<file path="src/rtl/dp_tcdm_bridge_pkg.sv">
// Shared types and defaults for the dot-product accelerator TCDM request bridge.
package dp_package;

  localparam int unsigned DP_TCDM_AW        = 32;
  localparam int unsigned DP_TCDM_DW        = 32;
  localparam int unsigned DP_TCDM_DEPTH     = 2;
  localparam int unsigned DP_TCDM_MAX_OUTST = 4;

  typedef struct packed {
    logic [DP_TCDM_AW-1:0]   add;
    logic                    wen;
    logic [DP_TCDM_DW/8-1:0] be;
    logic [DP_TCDM_DW-1:0]   data;
  } dp_tcdm_entry_t;

  // Idle bus value: everything zero, wen parked at "read".
  localparam dp_tcdm_entry_t DP_TCDM_ENTRY_RST = '{add: '0, wen: 1'b1, be: '0, data: '0};

endpackage

</file>
<file path="src/rtl/dp_tcdm_bridge_fifo.sv">
// Single-port request FIFO, DEPTH entries; head is valid the cycle after the push.
// Caller gates push on count < DEPTH and pop on count != 0; clear wins over both.
module dp_tcdm_fifo
  import dp_package::*;
#(
  parameter type         entry_t = dp_tcdm_entry_t,
  parameter entry_t      RST_VAL = DP_TCDM_ENTRY_RST,
  parameter int unsigned DEPTH   = DP_TCDM_DEPTH,
  localparam int unsigned CW     = $clog2(DEPTH + 1),
  localparam int unsigned PW     = $clog2(DEPTH)
) (
  input  logic          clk_i,
  input  logic          rst_ni,
  input  logic          clear_i,
  input  logic          push_i,
  input  entry_t        data_i,
  input  logic          pop_i,
  output entry_t        head_o,
  output logic [CW-1:0] cnt_o
);

  entry_t        mem_q [DEPTH];
  logic [PW-1:0] wptr_q, wptr_d;
  logic [PW-1:0] rptr_q, rptr_d;
  logic [CW-1:0] cnt_q, cnt_d;
  logic          push_ok, pop_ok;

  assign push_ok = push_i && !clear_i && (cnt_q < CW'(DEPTH));
  assign pop_ok  = pop_i && !clear_i && (cnt_q != '0);

  // Pointers wrap by natural overflow (DEPTH is a power of two); fullness comes from cnt_q.
  always_comb begin
    wptr_d = wptr_q;
    rptr_d = rptr_q;
    cnt_d  = cnt_q;
    if (clear_i) begin
      wptr_d = '0;
      rptr_d = '0;
      cnt_d  = '0;
    end else begin
      if (push_ok) wptr_d = wptr_q + 1'b1;
      if (pop_ok)  rptr_d = rptr_q + 1'b1;
      if (push_ok && !pop_ok)      cnt_d = cnt_q + 1'b1;
      else if (pop_ok && !push_ok) cnt_d = cnt_q - 1'b1;
    end
  end

  always_ff @(posedge clk_i or negedge rst_ni) begin
    if (!rst_ni) begin
      wptr_q <= '0;
      rptr_q <= '0;
      cnt_q  <= '0;
    end else begin
      wptr_q <= wptr_d;
      rptr_q <= rptr_d;
      cnt_q  <= cnt_d;
    end
  end

  always_ff @(posedge clk_i or negedge rst_ni) begin
    if (!rst_ni) begin
      for (int i = 0; i < DEPTH; i++) mem_q[i] <= RST_VAL;
    end else if (push_ok) begin
      mem_q[wptr_q] <= data_i;
    end
  end

  assign head_o = mem_q[rptr_q];
  assign cnt_o  = cnt_q;

endmodule

</file>
<file path="src/rtl/dp_tcdm_bridge.sv">
// Per-port TCDM request bridge: elastic FIFO, in-flight credit limit, synchronous flush.
// Request path 1 cycle, response path 0 cycles; in_gnt drops on full FIFO, exhausted credit or clear.
module dp_tcdm_bridge
  import dp_package::*;
#(
  parameter int unsigned N_PORTS   = 4,
  parameter int unsigned DEPTH     = DP_TCDM_DEPTH,
  parameter int unsigned MAX_OUTST = DP_TCDM_MAX_OUTST,
  parameter int unsigned AW        = DP_TCDM_AW,
  parameter int unsigned DW        = DP_TCDM_DW
) (
  input  logic                     clk_i,
  input  logic                     rst_ni,
  input  logic                     clear_i,
  input  logic [N_PORTS-1:0]       in_req,
  output logic [N_PORTS-1:0]       in_gnt,
  input  logic [N_PORTS*AW-1:0]    in_add,
  input  logic [N_PORTS-1:0]       in_wen,
  input  logic [N_PORTS*DW/8-1:0]  in_be,
  input  logic [N_PORTS*DW-1:0]    in_data,
  output logic [N_PORTS*DW-1:0]    in_r_data,
  output logic [N_PORTS-1:0]       in_r_valid,
  output logic [N_PORTS-1:0]       out_req,
  input  logic [N_PORTS-1:0]       out_gnt,
  output logic [N_PORTS*AW-1:0]    out_add,
  output logic [N_PORTS-1:0]       out_wen,
  output logic [N_PORTS*DW/8-1:0]  out_be,
  output logic [N_PORTS*DW-1:0]    out_data,
  input  logic [N_PORTS*DW-1:0]    out_r_data,
  input  logic [N_PORTS-1:0]       out_r_valid,
  output logic [N_PORTS-1:0]       busy_o
);

  localparam int unsigned BW = DW / 8;
  localparam int unsigned CW = $clog2(DEPTH + 1);
  localparam int unsigned OW = $clog2(MAX_OUTST + 1);
  localparam int unsigned SW = ((CW > OW) ? CW : OW) + 1;

  typedef struct packed {
    logic [AW-1:0] add;
    logic          wen;
    logic [BW-1:0] be;
    logic [DW-1:0] data;
  } entry_t;

  localparam entry_t ENTRY_RST = '{add: '0, wen: 1'b1, be: '0, data: '0};

  // The interconnect answers each port in order, so responses need no buffering.
  assign in_r_data  = out_r_data;
  assign in_r_valid = out_r_valid;

  for (genvar p = 0; p < N_PORTS; p++) begin : g_port
    entry_t        push_dat;
    entry_t        head_dat;
    logic [CW-1:0] fifo_cnt;
    logic [OW-1:0] outst_q, outst_d;
    logic [SW-1:0] credit_used;
    logic          push, pop, rd_issue, rsp;

    assign push_dat = '{add:  in_add[p*AW +: AW],
                        wen:  in_wen[p],
                        be:   in_be[p*BW +: BW],
                        data: in_data[p*DW +: DW]};

    // Grant is a function of registered state and clear only, never of in_req.
    assign credit_used = SW'(fifo_cnt) + SW'(outst_q);
    assign in_gnt[p]   = !clear_i && (fifo_cnt < CW'(DEPTH)) && (credit_used < SW'(MAX_OUTST));

    assign push     = in_req[p] && in_gnt[p];
    assign out_req[p] = (fifo_cnt != '0);
    assign pop      = out_req[p] && out_gnt[p];
    assign rd_issue = pop && head_dat.wen;
    assign rsp      = out_r_valid[p];

    dp_tcdm_fifo #(
      .entry_t (entry_t),
      .RST_VAL (ENTRY_RST),
      .DEPTH   (DEPTH)
    ) i_fifo (
      .clk_i   (clk_i),
      .rst_ni  (rst_ni),
      .clear_i (clear_i),
      .push_i  (push),
      .data_i  (push_dat),
      .pop_i   (pop),
      .head_o  (head_dat),
      .cnt_o   (fifo_cnt)
    );

    assign out_add[p*AW +: AW]  = head_dat.add;
    assign out_wen[p]           = head_dat.wen;
    assign out_be[p*BW +: BW]   = head_dat.be;
    assign out_data[p*DW +: DW] = head_dat.data;

    // Not touched by clear: reads already on the interconnect still come back.
    always_comb begin
      outst_d = outst_q;
      if (rd_issue && !rsp) begin
        outst_d = outst_q + 1'b1;
      end else if (rsp && !rd_issue && (outst_q != '0)) begin
        outst_d = outst_q - 1'b1;
      end
    end

    always_ff @(posedge clk_i or negedge rst_ni) begin
      if (!rst_ni) outst_q <= '0;
      else         outst_q <= outst_d;
    end

    assign busy_o[p] = (fifo_cnt != '0) || (outst_q != '0);

    a_no_rsp_underflow : assert property (@(posedge clk_i) disable iff (!rst_ni)
      !(rsp && !rd_issue && (outst_q == '0)));
  end

endmodule
</file>
<file path="config.mk">
export PLATFORM = sky130hd
export DESIGN_NAME = dp_tcdm_bridge
export DESIGN_NICKNAME = d
export VERILOG_FILES = /design/src/rtl/dp_tcdm_bridge_pkg.sv /design/src/rtl/dp_tcdm_bridge_fifo.sv /design/src/rtl/dp_tcdm_bridge.sv
export SDC_FILE = /design/constraint.sdc
export NUM_CORES = 1
export LEC_CHECK = 0
export BUFFER_PORTS_ARGS = -buffer_cell sky130_fd_sc_hd__buf_2
export CAP_MARGIN = 0
export CORE_AREA = 5 5 319 321
export CTS_CLUSTER_SIZE = 28
export DETAILED_ROUTE_END_ITERATION = 8
export DIE_AREA = 0 0 324 326
export SETUP_SLACK_MARGIN = 0.15
export SYNTH_ARGS = -nofsm -noshare
export SYNTH_HDL_FRONTEND = slang
export SYNTH_SLANG_ARGS = --single-unit
</file>
<file path="constraint.sdc">
create_clock -name clk_i -period 3 [get_ports clk_i]
set_input_delay 0.6 -clock clk_i [delete_from_list [all_inputs] [get_ports clk_i]]
set_output_delay 0.6 -clock clk_i [all_outputs]
set_load 0.01 [all_outputs]
</file>
**Word-level counts from Yosys, hierarchy flattened**

Cells that the tools add are included.

- Bits of input ports: 419
- Output and inout port bits: 420
- Flip-flop bits (word level): 580

- Add/subtract/negate cells: 28
- Multiplexer cells: 60
- Reduce and logical (&&, ||, !) cells: 105
- $lt $le $gt $ge: 20
- Bitwise gates (word level): 8

Operator list:

| operator | count |
|---|---|
| $mux W69 | 16 |
| $bwmux W138 | 4 |
| $demux W69 S1 | 4 |
| $logic_and A1 B1 Y1 | 60 |
| $reduce_bool A2 Y1 | 16 |
| $mux W2 | 12 |
| $mux W3 | 8 |
| $reduce_bool A3 Y1 | 8 |
| $logic_not A1 Y1 | 17 |
| $add A2 B3 Y4 | 4 |
| $ge A2 B2 Y1 const B | 8 |
| $lt A4 B3 Y1 const B | 4 |
| $mux W1 | 16 |
| $not A1 Y2 | 8 |
| $add A3 B1 Y3 const B | 4 |
| $sub A3 B1 Y3 const B | 4 |
| $add A1 B1 Y1 const B | 8 |
| $add A2 B1 Y2 const B | 4 |
| $lt A2 B1 Y1 const B | 4 |
| $lt A2 B2 Y1 const B | 4 |
| $sub A2 B1 Y2 const B | 4 |
| $logic_or A1 B1 Y1 | 4 |

**Depth between registers and ports, before layout**

- Depth in word-level cells: 11
- Depth in mapped cells: 9
- Depth with buffers taken out: 8

**Hierarchy**

From an unflattened synthesis, not the netlist that was laid out.

- Cells, all modules: 1816
- Area, all modules: 26713.1 sq um

By module, submodules not included:

| module | seq. area each (sq um) | area an instance (sq um) | times used | cells an instance |
|---|---|---|---|---|
| dp_tcdm_fifo | 3555.9 | 6138.4 | 4 | 389 |
| dp_tcdm_bridge | 300.3 | 2159.6 | 1 | 260 |

**Worst setup path before layout**

OpenSTA, ideal clock, no wires.

- Path type: input -> register
- From: input port clear_i
- To: register g_port[0].i_fifo.mem_q[21] (netlist name)
- Data arrival time: 2.420 ns
- Required time: 2.875 ns
- Stages on the path: 7
- Path buffers: 3
- Path slack: 0.455 ns
- Cells stage by stage: buf_2 -> or4_1 -> a31oi_1 -> nand3_1 -> buf_2 -> buf_4 -> mux2_2

- Cells in the longest elaborated chain, start to end: 6

Ends and longest elaborated chain:

| element | RTL line | text |
|---|---|---|
| start, declared | dp_tcdm_bridge.sv:14 | `input logic clear_i,` |
| $logic_not A1 Y1 | dp_tcdm_bridge.sv:67 | `assign in_gnt[p] = !clear_i && (fifo_cnt < CW'(DEPTH)) && (credit_used < SW'(MAX_OUTST));` |
| $logic_and A1 B1 Y1 (2 in series) | dp_tcdm_bridge.sv:67 |  |
| via in_gnt[0] | dp_tcdm_bridge.sv:16 | `output logic [N_PORTS-1:0] in_gnt,` |
| $logic_and A1 B1 Y1 | dp_tcdm_bridge.sv:69 | `assign push = in_req[p] && in_gnt[p];` |
| $logic_and A1 B1 Y1 (2 in series) | dp_tcdm_bridge_fifo.sv:28 | `assign push_ok = push_i && !clear_i && (cnt_q < CW'(DEPTH));` |
| end signal, assigned by index | dp_tcdm_bridge_fifo.sv:64 | `mem_q[wptr_q] <= data_i;` |
| end, declared | dp_tcdm_bridge_fifo.sv:22 | `entry_t mem_q [DEPTH];` |

The timed path passes the listed nets, and every way through them passes these cells.
A chain may end at the register's enable or synchronous reset.

**Final worst setup path**

- From: register g_port[2].outst_q[1]
- To: output port in_gnt[2]

- Cells in the longest elaborated chain, start to end: 3

Ends and longest elaborated chain:

| element | RTL line | text |
|---|---|---|
| start, declared | dp_tcdm_bridge.sv:56 | `logic [OW-1:0] outst_q, outst_d;` |
| start signal, assigned | dp_tcdm_bridge.sv:107 | `else outst_q <= outst_d;` |
| $add A2 B3 Y4 | dp_tcdm_bridge.sv:66 | `assign credit_used = SW'(fifo_cnt) + SW'(outst_q);` |
| $lt A4 B3 Y1 | dp_tcdm_bridge.sv:67 |  |
| $logic_and A1 B1 Y1 | dp_tcdm_bridge.sv:67 |  |
| end, declared | dp_tcdm_bridge.sv:16 |  |

Every way passes these cells.

==> run_results.csv <==
group,metric,value,unit
yosys,synth_edf_count,0,
yosys,syn_inst,1813,
sta,max_freq,363,MHz
yosys,synth_fp_nets,2240,
yosys,synthFlopType,"dfrtp_1",
critical_path,worstSetupEndpointType,"primary output",
detailed_routing,totalWireLength,68600,um
critical_path,worst-setup-path-type,"flip-flop to primary output",
critical_path,slowest_stage,"or4_1",
global_routing,antenna_found_initial,23,
sta,slew_headroom,65.8,%
placed_design,io_buffer_count,582,
clock_network,cts_made_buffers,71,
placed_design,hpwlAfterDp,48000,um
detailed_routing,wl_per_cell,18.8,um
cells_and_area,layout_common_cells,"mux2_2 (690), buf_2 (579), dfrtp_1 (563), mux2_4 (138), clkbuf_16 (75)",
critical_path,path_cells,"ha_1, or4_1, a31oi_4, buf_4",
die,die_y,326,um
sta,finalHoldViolCount,0,
clock_network,cts_root_buf,"clkbuf_16",
flow_run,drv_cap,0,
clock_network,cts_tree,"built",
yosys,ys_seq_area_share,53.6,%
yosys,synth_area_leaders,"dfrtp_1 (53%), mux2_2 (29%), mux2_4 (7.6%)",
die,die_w,324,um
worst_hold_path,hp-class,"input port to flip-flop",
detailed_routing,drt_pass1_iterations,4,
critical_path,crit_path_max_incr_delay,0.47,ns
yosys,synth_warnings,0,
die,ioPinCount,839,
yosys,synth_top_area_share,52.8,%
sta,setup_viol,0,
detailed_routing,final_antenna_net_count,0,
global_routing,grt_overflow,0,
cells_and_area,fill_cells,9783,
critical_path,arrival,2.15,ns
cells_and_area,multiInputGateArea,0.0111,mm2
yosys,synth_top_area_cell,"dfrtp_1",
clock_network,cts_buffer_depth,3,
detailed_routing,viasPerCell,4.35,
yosys,avgSynthCellArea,14.9,um2
global_routing,grt_use_total,12.6,%
critical_path,crit_required,2.40,ns
critical_path,crit_fanout,7,
cells_and_area,seq_area,0.0145,mm2
power,leakagePower,15.8,nW
sta,tightest_slew,0.512,ns
outcome,status,"completed",
critical_path,cp-start-kind,"flip-flop",
power,peakVddDrop,0.497,mV
global_routing,grt_pass1_vias,17200,
placed_design,dp.cells,3506,
cells_and_area,drive_above_1_share,68.5,%
sta,period_needed,2.75,ns
die,start_util,27.4,%
global_routing,grt_pass1_wl,105000,um
die,die_area,0.106,mm2
sta,rsz0062_at_grt,"yes",
sta,clock_skew,0.0136,ns
detailed_routing,drtIter0Drc,476,
yosys,synth_seq_cells,580,
cells_and_area,final_cells,3653,
clock_network,h-tree-depth,3,
power,powerDensity,992,mW/mm2
placed_design,gp_congestion,0.750,
yosys,syn_area,0.0271,mm2
detailed_routing,route.detailed.drc,0,
global_routing,grt_max_degree,85,
die,rows,116,
sta,slew_violations,0,
yosys,ys_types,36,
clock_network,cts_num_sinks,580,
yosys,async_flop_share,100,%
sta,period_share,91.8,%
cells_and_area,final_common_cell,"mux2_2",
cells_and_area,nNetsFinal,2712,
clock_network,clock_latency,0.61,ns
sta,hold_slack,0.226,ns
sta,fin_setup_tns,0,ns
clock_network,clk_pin_slew,0.06,ns
cells_and_area,area_growth,22.8,%
die,core,0.0990,mm2
detailed_routing,via_count,15900,
[power breakdown]
part	total [W]	internal (W)	leakage [nW]	switching, W
clock network	0.00854	0.00511	1.14	0.00342
registers	0.0131	0.0113	7.18	0.00177
logic	0.0114	0.00668	7.50	0.00475
[stage by stage]
stage / utilization, % / setup slack, ns / cell area, um2 / power, W
2_1_floorplan: - / 0.455 / 27100 / 0.0205
4_1_cts: 33.5 / 0.0946 / 33200 / 0.0336
3_5_place_dp: 31.1 / 0.213 / 30800 / 0.0247
6_report: 33.6 / 0.246 / 33300 / 0.0330
3_3_place_gp: 31.1 / 0.230 / 30800 / 0.0245
5_1_grt: 33.6 / 0.127 / 33300 / 0.0351
[state kept, by name, indices dropped and copies added (netlist names)]
register and count:
g_port.i_fifo.mem_q 552, g_port.i_fifo.wptr_q 4, g_port.i_fifo.cnt_o 8, g_port.outst_q 12
g_port.i_fifo.rptr_q 4
[logic make-up (layout without fill, tap and decap cells)]
logic type | Yosys count | in the layout | synth area share [%]
multiplexers | 842 | 842 | 36.8
flip-flops | 580 | 580 | 53.6
buffers and inverters | 244 | 770 | 5.94
AND/OR/NAND/NOR | 76 | 76 | 1.49
AO/OA/AOI/OAI | 51 | 51 | 1.27
XOR/XNOR | 12 | 12 | 0.388
adder cells (fa/ha/maj) | 8 | 8 | 0.480
other | 0 | 16 | 0
[synthesized netlist by cell type (4+ instances only)]
| cell | count |
|---|---|
| buf_6 | 22 |
| o21ba_2 | 4 |
| xor2_1 | 5 |
| a311o_1 | 4 |
| or2_1 | 4 |
| ha_1 | 4 |
| nand3_1 | 5 |
| xnor2_1 | 7 |
| o22ai_1 | 4 |
| or2_2 | 4 |
| mux2_4 | 138 |
| buf_4 | 137 |
| mux2_2 | 690 |
| buf_1 | 24 |
| dfrtp_1 | 572 |
| fa_1 | 4 |
| o21ai_0 | 16 |
| a31oi_1 | 4 |
| nand2b_1 | 9 |
| buf_2 | 12 |
| nor2b_1 | 10 |
| or4_1 | 8 |
| mux2i_1 | 14 |
| dfstp_2 | 8 |
| nand2_1 | 6 |
| inv_1 | 14 |
| nor2_1 | 25 |
| a21oi_1 | 8 |
| clkbuf_1 | 35 |
[worst paths after layout]
kind | start | to | slack [ns] | depth (start not counted)
max | g_port[2].outst_q[1] | in_gnt[2] | 0.25 | 4
max in group asynchronous | rst_ni | g_port[3].i_fifo.mem_q[78] | 1.59 | 4
min in group asynchronous | rst_ni | g_port[1].i_fifo.mem_q[121] | 0.44 | 2
max reg2reg | g_port[3].outst_q[1] | g_port[3].i_fifo.mem_q[121] | 0.48 | 6
min reg2reg | g_port[2].i_fifo.mem_q[130] | g_port[2].i_fifo.mem_q[130] | 0.50 | 1
min | in_add[26] | g_port[0].i_fifo.mem_q[132] | 0.23 | 2
[layer usage]
layer	wire (um)	track usage, %	vias to the layer above
li1	-	-	7286
met1	28000	15.2	7973
met2	32700	20.4	477
met3	5640	5.09	151
met4	2180	4.60	10
met5	68	0	-
[worst max-delay path: cells and delay by family, from the launching register on]
family                   cells  cell delay [ns]
AO/OA/AOI/OAI                1             0.21
adder cells (fa/ha/maj)      1             0.19
AND/OR/NAND/NOR              1             0.47
buffers and inverters        1             0.21
flip-flops                   1             0.46
[area by class of cell]
class / count / share of cell area [%]
Multi-Input combinational cell: 989 / 33.3
Inverter: 14 / 0.158
Clock buffer: 104 / 6.17
Clock inverter: 23 / 0.767
Antenna cell: 16 / 0.120
Timing Repair Buffer: 629 / 10.9
Tap cell: 1298 / 4.88
Sequential cell: 580 / 43.7
[what timing repair did]
item,in CTS,in global routing
setup endpoints to repair,34,5
hold buffers,1,0
pin swaps,0,0
endpoints found under the hold margin,10,0
setup buffers,0,2
gates resized for setup,12,7
gates cloned,0,1
(Power assumes the default switching activity.)
